--- config.mk ---
export PLATFORM = sky130hd
export DESIGN_NAME = ldpc_iter_ctrl_flat
export DESIGN_NICKNAME = d
export VERILOG_FILES = /design/src/rtl/ldpc_iter_ctrl_if.sv /design/src/rtl/ldpc_iter_ctrl.sv /design/src/flat_wrapper.sv
export SDC_FILE = /design/constraint.sdc
export NUM_CORES = 1
export LEC_CHECK = 0
export CORE_MARGIN = 2
export CORE_UTILIZATION = 55
export CTS_BUF_LIST = sky130_fd_sc_hd__clkbuf_8
export DETAILED_ROUTE_END_ITERATION = 8
export PLACE_DENSITY_LB_ADDON = 0.2
export SYNTH_ARGS = -nofsm -noshare
export SYNTH_HDL_FRONTEND = slang
export SYNTH_SLANG_ARGS = --single-unit
--- constraint.sdc ---
create_clock -name i_clk -period 2.15 [get_ports i_clk]
set_input_delay 0.3225 -clock i_clk [delete_from_list [all_inputs] [get_ports i_clk]]
set_output_delay 0.3225 -clock i_clk [all_outputs]
set_load 0.05 [all_outputs]
--- src/rtl/ldpc_iter_ctrl_if.sv ---
// ldpc_iter_ctrl_if: message memory strobes and
// hard-decision readout handshake bundle.
interface ldpc_iter_ctrl_if #(
  parameter int ADDR_W = 8
);
  logic              rd_en;
  logic [ADDR_W-1:0] rd_addr;
  logic              wr_en;
  logic [ADDR_W-1:0] wr_addr;
  logic              out_valid;
  logic              out_ready;

  modport master (
    output rd_en,
    output rd_addr,
    output wr_en,
    output wr_addr,
    output out_valid,
    input  out_ready
  );

  modport slave (
    input  rd_en,
    input  rd_addr,
    input  wr_en,
    input  wr_addr,
    input  out_valid,
    output out_ready
  );
endinterface

--- src/rtl/ldpc_iter_ctrl.sv ---
// ldpc_iter_ctrl: LDPC frame load / CNU / VNU / readout sequencer.
// Define LDPC_EARLY_TERM_EN for clean-syndrome early exit.
module ldpc_iter_ctrl #(
  parameter int ADDR_W   = 8,
  parameter int LEN_R12  = 256,
  parameter int LEN_R34  = 192,
  parameter int PIPE_LAT = 6,
  parameter int ITER_W   = 5,
  parameter int OUT_LEN  = 256
) (
  input  logic              i_clk,
  input  logic              i_reset,
  input  logic              i_sync_in,
  input  logic              i_rate,
  input  logic [ITER_W-1:0] i_max_iter,
  input  logic              i_syn_err,
  ldpc_iter_ctrl_if.master  bus,
  output logic [4:0]        o_fsm_state,
  output logic              o_iter_0,
  output logic [ITER_W-1:0] o_num_iter,
  output logic              o_busy,
  output logic              o_finish,
  output logic              o_early_stop,
  output logic              o_frame_drop
);

  localparam int LEN_MAX =
    (LEN_R12 > LEN_R34) ? LEN_R12 : LEN_R34;
  localparam int PASS_MAX = LEN_MAX + PIPE_LAT;
  localparam int CNT_MAX =
    (PASS_MAX > OUT_LEN) ? PASS_MAX : OUT_LEN;
  localparam int CNT_W = $clog2(CNT_MAX + 1);

  localparam logic [ADDR_W-1:0] A_LAST12 =
    ADDR_W'(LEN_R12 - 1);
  localparam logic [ADDR_W-1:0] A_LAST34 =
    ADDR_W'(LEN_R34 - 1);

  localparam logic [4:0] S_IDLE = 5'b00001;
  localparam logic [4:0] S_LOAD = 5'b00010;
  localparam logic [4:0] S_CNU  = 5'b00100;
  localparam logic [4:0] S_VNU  = 5'b01000;
  localparam logic [4:0] S_OUT  = 5'b10000;

  logic [4:0]        r_state;
  logic              r_sync_d;
  logic              r_rate;
  logic [ITER_W-1:0] r_max;
  logic [ITER_W-1:0] r_num;
  logic [CNT_W-1:0]  r_cnt;
  logic              r_finish;
  logic              r_drop;
  logic              r_wen_sr [PIPE_LAT];
  logic [ADDR_W-1:0] r_wad_sr [PIPE_LAT];

  logic              w_idle;
  logic              w_load;
  logic              w_cnu;
  logic              w_vnu;
  logic              w_out;
  logic              w_rise;
  logic              w_pass;
  logic [CNT_W-1:0]  w_len;
  logic              w_rd_pass;
  logic              w_pass_end;
  logic              w_hs;
  logic              w_out_last;
  logic [ADDR_W-1:0] w_last_addr;
  logic [ADDR_W-1:0] w_rd_addr;
  logic              w_wr_en;
  logic [ITER_W-1:0] w_num_inc;
  logic              w_limit;
  logic              w_exit;

  assign w_idle = r_state[0];
  assign w_load = r_state[1];
  assign w_cnu  = r_state[2];
  assign w_vnu  = r_state[3];
  assign w_out  = r_state[4];

  assign w_rise = i_sync_in & ~r_sync_d;
  assign w_pass = w_cnu | w_vnu;

  assign w_len = r_rate ? CNT_W'(LEN_R34)
                        : CNT_W'(LEN_R12);

  assign w_rd_pass = w_pass & (r_cnt < w_len);

  // a pass lasts until the write of the last address retires
  assign w_pass_end = w_pass &
    (r_cnt == w_len + CNT_W'(PIPE_LAT - 1));

  assign w_hs = w_out & bus.out_ready;
  assign w_out_last = w_hs &
    (r_cnt == CNT_W'(OUT_LEN - 1));

  assign w_last_addr = r_rate ? A_LAST34 : A_LAST12;
  assign w_wr_en = r_wen_sr[PIPE_LAT-1];

  assign w_num_inc = (&r_num) ? r_num
                              : r_num + ITER_W'(1);

  assign w_limit =
    ({1'b0, r_num} + (ITER_W+1)'(1)) >= {1'b0, r_max};

  always_comb begin
    w_rd_addr = '0;
    if (w_out | w_rd_pass)
      w_rd_addr = r_cnt[ADDR_W-1:0];
    else if (w_pass)
      w_rd_addr = w_last_addr;
  end

`ifdef LDPC_EARLY_TERM_EN
  logic r_syn;
  logic r_early;
  logic w_clean;

  // include the final write's syndrome bit in the decision
  assign w_clean = ~(r_syn | (w_wr_en & i_syn_err));
  assign w_exit = w_limit | w_clean;
  assign o_early_stop = r_early;

  always_ff @(posedge i_clk) begin
    if (i_reset) begin
      r_syn   <= 1'b0;
      r_early <= 1'b0;
    end else begin
      if (w_idle & w_rise)
        r_early <= 1'b0;
      else if (w_vnu & w_pass_end & w_clean & ~w_limit)
        r_early <= 1'b1;
      if (w_cnu & w_pass_end)
        r_syn <= 1'b0;
      else if (w_vnu & w_wr_en & i_syn_err)
        r_syn <= 1'b1;
    end
  end
`else
  logic w_unused_syn;

  assign w_unused_syn = i_syn_err;
  assign w_exit = w_limit;
  assign o_early_stop = 1'b0;
`endif

  always_ff @(posedge i_clk) begin
    if (i_reset) begin
      r_state  <= S_IDLE;
      r_sync_d <= 1'b0;
      r_rate   <= 1'b0;
      r_max    <= '0;
      r_num    <= '0;
      r_cnt    <= '0;
      r_finish <= 1'b0;
      r_drop   <= 1'b0;
    end else begin
      r_sync_d <= i_sync_in;
      r_drop   <= w_rise & ~w_idle;
      r_finish <= w_out_last;
      unique case (1'b1)
        w_idle: begin
          if (w_rise) begin
            r_state <= S_LOAD;
            r_rate  <= i_rate;
            r_max   <= (i_max_iter == '0) ? ITER_W'(1)
                                          : i_max_iter;
            r_num   <= '0;
            r_cnt   <= '0;
          end
        end
        w_load: begin
          if (!i_sync_in) begin
            r_state <= S_CNU;
            r_cnt   <= '0;
          end
        end
        w_cnu: begin
          if (w_pass_end) begin
            r_state <= S_VNU;
            r_cnt   <= '0;
          end else begin
            r_cnt <= r_cnt + CNT_W'(1);
          end
        end
        w_vnu: begin
          if (w_pass_end) begin
            r_num   <= w_num_inc;
            r_cnt   <= '0;
            r_state <= w_exit ? S_OUT : S_CNU;
          end else begin
            r_cnt <= r_cnt + CNT_W'(1);
          end
        end
        w_out: begin
          if (w_hs) begin
            if (w_out_last) begin
              r_state <= S_IDLE;
              r_cnt   <= '0;
            end else begin
              r_cnt <= r_cnt + CNT_W'(1);
            end
          end
        end
        default: r_state <= S_IDLE;
      endcase
    end
  end

  // only pass reads enter the write pipe, never readout reads
  always_ff @(posedge i_clk) begin
    if (i_reset) begin
      for (int i = 0; i < PIPE_LAT; i++) begin
        r_wen_sr[i] <= 1'b0;
        r_wad_sr[i] <= '0;
      end
    end else begin
      r_wen_sr[0] <= w_rd_pass;
      r_wad_sr[0] <= w_rd_addr;
      for (int i = 1; i < PIPE_LAT; i++) begin
        r_wen_sr[i] <= r_wen_sr[i-1];
        r_wad_sr[i] <= r_wad_sr[i-1];
      end
    end
  end

  assign bus.rd_en     = w_rd_pass | w_hs;
  assign bus.rd_addr   = w_rd_addr;
  assign bus.wr_en     = w_wr_en;
  assign bus.wr_addr   = r_wad_sr[PIPE_LAT-1];
  assign bus.out_valid = w_out;

  assign o_fsm_state  = r_state;
  assign o_iter_0     = w_cnu & (r_num == '0);
  assign o_num_iter   = r_num;
  assign o_busy       = ~w_idle;
  assign o_finish     = r_finish;
  assign o_frame_drop = r_drop;

endmodule

--- src/flat_wrapper.sv ---
// flat-port wrapper written by rule: the top's interface ports become plain ports
module ldpc_iter_ctrl_flat 
#(
  parameter int ADDR_W   = 8,
  parameter int LEN_R12  = 256,
  parameter int LEN_R34  = 192,
  parameter int PIPE_LAT = 6,
  parameter int ITER_W   = 5,
  parameter int OUT_LEN  = 256
)
  (i_clk, i_reset, i_sync_in, i_rate, i_max_iter, i_syn_err, o_fsm_state, o_iter_0, o_num_iter, o_busy, o_finish, o_early_stop, o_frame_drop, bus_rd_en, bus_rd_addr, bus_wr_en, bus_wr_addr, bus_out_valid, bus_out_ready);
  ldpc_iter_ctrl_if #(.ADDR_W(ADDR_W)) bus_i ();
  input  logic i_clk;
  input  logic i_reset;
  input  logic i_sync_in;
  input  logic i_rate;
  input  logic [ITER_W-1:0] i_max_iter;
  input  logic i_syn_err;
  output logic [4:0] o_fsm_state;
  output logic o_iter_0;
  output logic [ITER_W-1:0] o_num_iter;
  output logic o_busy;
  output logic o_finish;
  output logic o_early_stop;
  output logic o_frame_drop;
  output wire logic [$bits(bus_i.rd_en)-1:0] bus_rd_en;
  output wire logic [$bits(bus_i.rd_addr)-1:0] bus_rd_addr;
  output wire logic [$bits(bus_i.wr_en)-1:0] bus_wr_en;
  output wire logic [$bits(bus_i.wr_addr)-1:0] bus_wr_addr;
  output wire logic [$bits(bus_i.out_valid)-1:0] bus_out_valid;
  input wire logic [$bits(bus_i.out_ready)-1:0] bus_out_ready;
  assign bus_rd_en = bus_i.rd_en;
  assign bus_rd_addr = bus_i.rd_addr;
  assign bus_wr_en = bus_i.wr_en;
  assign bus_wr_addr = bus_i.wr_addr;
  assign bus_out_valid = bus_i.out_valid;
  assign bus_i.out_ready = bus_out_ready;
  ldpc_iter_ctrl #(.ADDR_W(ADDR_W), .LEN_R12(LEN_R12), .LEN_R34(LEN_R34), .PIPE_LAT(PIPE_LAT), .ITER_W(ITER_W), .OUT_LEN(OUT_LEN)) u_core (.i_clk(i_clk), .i_reset(i_reset), .i_sync_in(i_sync_in), .i_rate(i_rate), .i_max_iter(i_max_iter), .i_syn_err(i_syn_err), .bus(bus_i), .o_fsm_state(o_fsm_state), .o_iter_0(o_iter_0), .o_num_iter(o_num_iter), .o_busy(o_busy), .o_finish(o_finish), .o_early_stop(o_early_stop), .o_frame_drop(o_frame_drop));
endmodule
Yosys cells after proc, flatten, opt, wreduce, memory -nomap -nowiden
Memory sizes are Yosys's and may differ from the RTL's.
Cells that the tools add are included.

word-level totals
  memories kept = 2
  RAM bits = 54
  register bits after elaboration = 28

operators by class
  add/subtract/negate cells = 4
  eq/ne operators = 7
  reduce and logical (&&, ||, !) cells = 9
  bitwise logic cells = 24
  mux-type cells = 38
  magnitude comparators = 2

memories
  memory           depth  width  read ports  clocked after Yosys merged registers in  write ports  RTL line              text
  u_core.r_wad_sr  6      8      6           0                                        6            ldpc_iter_ctrl.sv:54  logic [ADDR_W-1:0] r_wad_sr [PIPE_LAT];
  u_core.r_wen_sr  6      1      6           0                                        6            ldpc_iter_ctrl.sv:53  logic r_wen_sr [PIPE_LAT];

operators with widths
  cell                                                                    count
  8-bit 2-to-1 mux                                                        8
  9-bit 2-to-1 mux                                                        6
  5-bit 2-to-1 mux                                                        8
  9-bit case mux with 4 select lines                                      1
  5-bit case mux with 5 select lines                                      1
  1-bit OR                                                                15
  5-bit logical NOT                                                       2
  2-bit != test (second input constant)                                   5
  5-bit case mux with 2 select lines                                      1
  9-bit by 1-bit adder with 9-bit output (second input constant)          1
  9-bit by 3-bit adder with 9-bit output (second input constant)          1
  9-bit by 8-bit equality test with 1-bit output (second input constant)  1
  9-bit equality test                                                     1
  9-bit less-than comparator                                              1
  1-bit 2-to-1 mux                                                        9
  4-bit AND reduction                                                     2
  1-bit bitwise AND                                                       7
  7-bit 2-to-1 mux                                                        1
  5-bit by 1-bit adder with 6-bit output (second input constant)          1
  6-bit by 5-bit greater-or-equal comparator with 1-bit output            1
  5-bit by 1-bit adder with 5-bit output (second input constant)          1
  5-bit AND reduction                                                     1
  4-bit 2-to-1 mux                                                        1
  4-bit nonzero test                                                      1
  other kinds (6)                                                         7

Depth between registers and ports, before layout
Gate-level depths: netlist (run 1).

  depth after elaboration = 6
  mapped depth = 10
  mapped depth without buffers = 10

Worst setup path before layout (run 1)
No wires, ideal clock.

  path type = register -> output
  start = register u_core.r_num[0], in the netlist u_core.o_num_iter[0]
  end = output port o_iter_0
  stages on the path, launching flop included = 5
  setup slack = -458 ps
  arrival time = 2286 ps
  buffers on the path = 0
  cell sequence = dfxtp_1 -> inv_1 -> ha_1 -> nand2_1 -> nor4_1

on the way
  longest elaborated chain between the ends = 2

RTL lines
  element                 RTL line               text
  start, declared         ldpc_iter_ctrl.sv:49   logic [ITER_W-1:0] r_num;
  start signal, assigned  ldpc_iter_ctrl.sv:188  r_num <= w_num_inc;
  5-bit logical NOT       ldpc_iter_ctrl.sv:234  assign o_iter_0 = w_cnu & (r_num == '0);
  1-bit bitwise AND       ldpc_iter_ctrl.sv:234
  end, declared           flat_wrapper.sv:20     output logic o_iter_0;

Every way passes these cells.

Worst setup path after layout (run 1)
  start = register u_core.r_rate
  end = output port bus_rd_addr[4]

on the way
  longest elaborated chain between the ends = 5

RTL lines
  element                     RTL line               text
  start, declared             ldpc_iter_ctrl.sv:47   logic r_rate;
  start signal, assigned      ldpc_iter_ctrl.sv:165  r_rate <= i_rate;
  9-bit 2-to-1 mux            ldpc_iter_ctrl.sv:84   assign w_len = r_rate ? CNT_W'(LEN_R34)
  9-bit less-than comparator  ldpc_iter_ctrl.sv:87   assign w_rd_pass = w_pass & (r_cnt < w_len);
  1-bit bitwise AND           ldpc_iter_ctrl.sv:87
  1-bit OR                    ldpc_iter_ctrl.sv:108  if (w_out | w_rd_pass)
  8-bit 2-to-1 mux            ldpc_iter_ctrl.sv:108
  end, declared               flat_wrapper.sv:27     output wire logic [$bits(bus_i.rd_addr)-1:0] bus_rd_addr;

Every way passes these cells.

==> results.yml, run 1 <==
synth:
  post-synth-top-area-cell: "sky130_fd_sc_hd__dfxtp_1"
  synth.ff_latch_count: 82
  netlist_top_cells_count: "sky130_fd_sc_hd__dfxtp_1 (82), sky130_fd_sc_hd__nor2b_1 (48), sky130_fd_sc_hd__nor2_1 (40), sky130_fd_sc_hd__nand2_1 (22), sky130_fd_sc_hd__inv_1 (17)"
  syn_area_mm2: 0.00308
  synth_fp_nets: 351
  synthTopCellsByArea: "sky130_fd_sc_hd__dfxtp_1 (53%), sky130_fd_sc_hd__nor2b_1 (9.7%), sky130_fd_sc_hd__ha_1 (5.7%)"
  yosys.area.top_type_share: 0.532
  ys_types: 43
  ys_warn_count: 0
  postSynth.topFlopCell: "sky130_fd_sc_hd__dfxtp_1"
  synthesis.area_per_instance_um2: 9.46
  synthCells: 326
  synth_most_common_cell: "sky130_fd_sc_hd__dfxtp_1"
  seq_total_area_yosys: 0.532
  number_of_enable_type_register_cells_in_the_synthesized_netlist: 0
  asyncSetResetFlopFracSynth: 0
sta:
  setup_viol: 8
  fin_crit_ns: 2.23
  final_slew_violations: 0
  grt_setup_unrepaired: "true"
  timing.hold.ws_ns: 0.351
  max-slew-margin-rel: 0.654
  report.final.hold_viol_count: 0
  worst_slack_ns: -0.0793
  totalNegativeSetupSlack_ns: -0.504
  timing.clock.skew_ns: 0.00671
  worst_pin_slew_ns: 0.518
  fin_crit_sh: 1.04
  max_clock_freq_mhz: 449
critical_path:
  required_ns: 1.83
  worst_ep_arrival_time_ns: 1.91
  critPathKind: "reg2out"
  worst-path-max-fanout: 7
  reg2reg_setup_slack_ns: 0.16
  critical_path.startpoint: "u_core.r_rate"
  crit_path_end_kind: "output port"
  critical_path.startpoint_type: "flip-flop"
  crit-reg2reg-launch: "u_core.r_cnt[4]"
floorplanning:
  ioPinCount: 45
  die_height_um: 78.9
  die_w_um: 78.9
  initial_core_util: 0.564
  core_region_area_mm2: 0.00547
  die_area_mm2: 0.00622
  num_rows: 27
grt:
  via_count_of_the_first_global_routing_pass: 2092
  wire_length_of_the_first_global_routing_pass_um: 9140
  antenna_found_initial: 0
  grt_overflow: 0
  grt_max_degree: 37
  globalRouteTotalUtil: 0.191
detailed_routing:
  initialDrtViolationCount: 86
  drt_wl_total_um: 5440
  first_pass_iters: 4
  ant_nets: 0
  vias_after_detailed_routing: 2294
  detail_route.vias_per_cell: 5.01
  wire_per_inst_um: 11.9
  detail_route.drc_violations: 0
cells_and_area:
  syn_to_final_growth_pct: 32.4
  final_cells: 458
  share_of_final_layout_standard_cells_stronger_than_drive_strength_1: 0.205
  sequential_cell_area_mm2: 0.00164
  final_cell_area_mm2: 0.00408
  fin_nets: 406
  diodes: 0
  multi_input_comb_area_mm2: 0.00148
  n_fill_cell: 419
cts:
  clkTransAtPathRegs_ns: 0.08
  clock_tree_from_tritoncts: "built"
  htree_levels: 3
  clk_root_buffer_cell: "sky130_fd_sc_hd__clkbuf_8"
  post_cts_repair_timing_setup_buffer_count: 0
  cts-buffers-inserted: 9
  cts_num_sinks: 82
  worstSkewPairLatency_ns: 0.35
  cts_max_path_buffers: 2
place:
  dp_hpwl_um: 3860
  placement.setup.worst_slack_ns: -0.00813
  finalWeightedCongestion: 0.817
  placed_cells_incl_taps: 442
  place_area_mm2: 0.00377
  port_buffers: 42
power:
  power_frac_clock: 0.353
  pwr_density_cell_mw_per_mm2: 706
  power.share.sequential: 0.539
  max-vdd-ir-drop_v: 0.000495
  power.static_leakage_uw: 0.00162
  p_switching_uw: 773
  power_frac_comb: 0.107
  cellInternalPower_uw: 2110
  p_sw_frac: 0.268
min_path:
  timing.hold.worst.start: "i_reset"
  hold_class: "in2reg"
outcome:
  outcome: "finished with violations"
  violations: "negative setup slack"
run:
  timing.max_cap.violations: 0
[per-layer routing]
metal | vias up | part of all wire | global-route usage
met4 | 0 | 0.022 | 0.0948
met2 | 64 | 0.47 | 0.304
met5 | - | 0 | 0
met3 | 12 | 0.063 | 0.0761
met1 | 1029 | 0.45 | 0.225
li1 | 1189 | - | -
[layout make-up]
| cell class | count | area share |
|---|---|---|
| clock buffer | 9 | 0.0303 |
| clock inverter | 7 | 0.0144 |
| inverter | 17 | 0.0156 |
| multi-input combinational | 213 | 0.363 |
| sequential | 82 | 0.403 |
| tap | 72 | 0.0221 |
| timing repair buffer | 58 | 0.151 |
[repair_timing]
action                     4_1_cts  5_1_grt
hold buffers                     0        0
setup endpoints to repair        8       14
pin swaps                        5        6
gates resized for setup         24        6
[through the flow]
stage	utilization	power, µW
2_1_floorplan	-	1770
5_1_grt	0.746	3010
6_report	0.746	2880
4_1_cts	0.740	2920
3_5_place_dp	0.690	1880
3_3_place_gp	0.690	1870
[path summary, 6_finish.rpt]
check,to,cells past startpoint
worst max-delay path,bus_rd_addr[4],9
worst min-delay path,u_core.r_cnt[8],2
worst max register to register,u_core.o_num_iter[3],4
worst min register to register,u_core.r_wad_sr[2][2],1
[state kept, by name (all words and copies together), names as in the netlist]
signal,count
u_core.o_fsm_state,5
u_core.r_max,5
u_core.r_rate,1
u_core.o_num_iter,5
u_core.r_sync_d,1
u_core.r_cnt,9
u_core.r_wad_sr,48
u_core.o_frame_drop,1
u_core.r_wen_sr,6
u_core.o_finish,1
[cell families (layout without fill, tap and decap cells)]
group	count (synthesis)	after routing	share of synthesized area
simple gates	151	151	0.258
flops	82	82	0.532
compound gates	41	41	0.0921
buf+inv	31	91	0.0402
fa+ha+maj	14	14	0.0568
mux	4	4	0.0138
xor+xnor	2	2	0.00568
other cells	1	1	0.00122
[cell usage in the layout, fill, tap and decap left out, types with 11 or more instances in the layout]
master                            count
sky130_fd_sc_hd__buf_4               16
sky130_fd_sc_hd__nor2_1              26
sky130_fd_sc_hd__nand2_1             22
sky130_fd_sc_hd__a21oi_1             11
sky130_fd_sc_hd__ha_1                11
sky130_fd_sc_hd__dfxtp_1             80
sky130_fd_sc_hd__clkdlybuf4s50_1     31
sky130_fd_sc_hd__inv_1               16
sky130_fd_sc_hd__nor2b_1             47
[power by group through the flow]
stage	logic [µW]	registers, µW	clock network (µW)
2_1_floorplan	164	1600	0
3_3_place_gp	284	1590	0
3_5_place_dp	289	1590	0
4_1_cts	305	1560	1060
5_1_grt	334	1560	1110
6_report	310	1560	1020
[critical path, stage by stage (launching register included)]
cell and delay, ns:
sky130_fd_sc_hd__dfxtp_2 0.34, sky130_fd_sc_hd__inv_2 0.04, sky130_fd_sc_hd__ha_4 0.26, sky130_fd_sc_hd__nor2b_4 0.13, sky130_fd_sc_hd__o21ai_2 0.07, sky130_fd_sc_hd__a21oi_2 0.20, sky130_fd_sc_hd__buf_6 0.19, sky130_fd_sc_hd__nor2_4 0.05
sky130_fd_sc_hd__nor2_4 0.13, sky130_fd_sc_hd__buf_12 0.14
No activity file was read; power rests on OpenSTA's default activity.
==> inputs of run 2 (changes only) <==
==> constraint.sdc (replaced) <==
create_clock -name i_clk -period 2.6 [get_ports i_clk]
set_input_delay 0.39 -clock i_clk [delete_from_list [all_inputs] [get_ports i_clk]]
set_output_delay 0.39 -clock i_clk [all_outputs]
set_load 0.05 [all_outputs]
==> run 2 against run 1 <==
Compared with the run above: the flow now finishes without violations; combinational power decreased by 28%; non-clock buffer count decreased by 11; first-iteration DRC count decreased by 10%; clock-buffer cell count unchanged; sequential share of layout area increased by 2.5 points; clock power decreased by 18%; setup slack improved by 0.20 ns; sequential cell count unchanged; register-to-register slack improved by 0.22 ns; utilization decreased by 4.3 points.
==> results.yml, run 2 (synthesized netlist as in run 1, its figures left out) <==
sta:
  report.final.hold_viol_count: 0
  final_slew_violations: 0
  totalNegativeSetupSlack_ns: 0
  timing.clock.skew_ns: 0.00931
  fin_crit_sh: 0.955
  worst_pin_slew_ns: 0.551
  fin_crit_ns: 2.48
  max_clock_freq_mhz: 403
  max-slew-margin-rel: 0.632
  setup_viol: 0
  grt_setup_unrepaired: "true"
cells_and_area:
  most-common-layout-cells: "sky130_fd_sc_hd__dfxtp_1 (80), sky130_fd_sc_hd__nor2b_1 (48), sky130_fd_sc_hd__clkdlybuf4s50_1 (32)"
  mostFrequentLayoutCell: "sky130_fd_sc_hd__dfxtp_1"
  largestRegisters: "u_core.r_wad_sr x48, u_core.r_cnt x9, u_core.r_wen_sr x6"
  n_fill_cell: 407
  sequential_cell_area_mm2: 0.00164
  largest_reg_flops: 48
  final_cells: 447
  share_of_final_layout_standard_cells_stronger_than_drive_strength_1: 0.136
  multi_input_comb_area_mm2: 0.00135
  syn_to_final_growth_pct: 24.7
  max_flop_register: "u_core.r_wad_sr"
  fin_nets: 395
  diodes: 0
critical_path:
  critical_path.startpoint_type: "flip-flop"
  reg2reg_setup_slack_ns: 0.38
  worst_ep_arrival_time_ns: 2.09
  critPathKind: "reg2out"
  critical_path.slowest_cell: "sky130_fd_sc_hd__dfxtp_2"
  biggest_cell_delay_along_the_critical_path_ns: 0.39
  critical_path.cell_chain: "inv_1 > ha_1 > nor2b_1 > o21ai_0 > a21oi_1 > buf_4 > nor2_1 > nor2_2 > buf_12"
  crit_path_end_kind: "output port"
  required_ns: 2.21
  worst-path-max-fanout: 7
grt:
  busiest_layer: "met2"
  globalRouteTotalUtil: 0.185
  globalRouteMet3Util: 0.0625
  wire_length_of_the_first_global_routing_pass_um: 9090
  antenna_found_initial: 0
  via_count_of_the_first_global_routing_pass: 2130
  groute.layer.met2.usage: 0.312
  grt_max_degree: 48
  grt_overflow: 0
  met1_grt_util: 0.214
cts:
  clock_tree_from_tritoncts: "built"
  clk_root_buffer_cell: "sky130_fd_sc_hd__clkbuf_8"
  cts_max_path_buffers: 2
  clkTransAtPathRegs_ns: 0.08
  cts-hold-fix-buffers: 0
  post_cts_repair_timing_setup_buffer_count: 0
  cts-buffers-inserted: 9
  worstSkewPairLatency_ns: 0.35
  cts_num_sinks: 82
  htree_levels: 3
detailed_routing:
  ant_nets: 0
  detail_route.drc_violations: 0
  drt_wl_total_um: 5220
  first_pass_iters: 4
  wire_per_inst_um: 11.7
  initialDrtViolationCount: 77
  vias_after_detailed_routing: 2235
  detail_route.vias_per_cell: 5.00
power:
  max-vdd-ir-drop_v: 0.000384
  pwr_density_cell_mw_per_mm2: 609
  power.static_leakage_uw: 0.00154
floorplanning:
  die_w_um: 78.9
  ioPinCount: 45
  core_region_area_mm2: 0.00547
  initial_core_util: 0.564
  die_height_um: 78.9
  die_area_mm2: 0.00622
  num_rows: 27
outcome:
  outcome: "finished clean"
place:
  dp_hpwl_um: 3640
  finalWeightedCongestion: 0.847
  port_buffers: 42
  placed_cells_incl_taps: 431
run:
  timing.max_cap.violations: 0
min_path:
  hold_class: "reg2reg"
run 2: cell count changes in the layout (fill, tap and decap cells not counted), sizes merged:
cell,delta
buf,-12
clkdlybuf4s50,+1
inv,-1
clkinv,+1
run 2: worst paths after layout:
kind	from	cells after the start	end
setup reg to reg	u_core.r_cnt[0]	10	u_core.r_cnt[4]
hold / removal	u_core.r_wad_sr[0][2]	1	u_core.r_wad_sr[1][2]
hold reg to reg	u_core.r_wad_sr[0][2]	1	u_core.r_wad_sr[1][2]
setup / recovery	u_core.r_rate	9	bus_rd_addr[4]
run 2: repair_timing:
action                                  in CTS  in global routing
endpoints found under the setup margin       0                  8
gates resized for setup                      0                 11
endpoints found under the hold margin        0                  0
run 2: worst max-delay path: cells and delay by family (launching register included):
kind            cells  cell delay [ns]
buf+inv             3             0.39
flops               1             0.39
compound gates      2             0.33
fa+ha+maj           1             0.27
simple gates        3             0.38
run 2: final cells by class:
| class | count | share of cell area |
|---|---|---|
| timing repair buffer | 47 | 0.135 |
| multi-input combinational | 213 | 0.350 |
| tap | 72 | 0.0234 |
| inverter | 17 | 0.0166 |
| clock inverter | 7 | 0.0153 |
| sequential | 82 | 0.427 |
| clock buffer | 9 | 0.0322 |
run 2: per-layer routing:
| layer | vias to the layer above | routed length [µm] |
|---|---|---|
| met5 | - | 0 |
| met4 | 0 | 71 |
| met3 | 6 | 260 |
| met2 | 48 | 2520 |
| met1 | 1014 | 2370 |
| li1 | 1167 | - |
run 2: stage by stage:
step / power [µW] / hold WS [ns] / setup slack, ns / instance area, µm² / utilization
after CTS: 2370 / 0.434 / 0.0441 / 3820 / 0.698
final: 2340 / 0.433 / 0.116 / 3850 / 0.703
after global placement: 1530 / 0.416 / 0.396 / 3640 / 0.665
after global routing: 2450 / 0.447 / -0.000241 / 3850 / 0.703
after floorplan: 1450 / 0.412 / 0.142 / 3090 / -
after detailed placement: 1540 / 0.420 / 0.379 / 3640 / 0.665
run 2: power breakdown:
| group | internal [µW] | switching (µW) |
|---|---|---|
| clock network | 363 | 469 |
| logic | 87.5 | 134 |
| registers | 1280 | 13.0 |
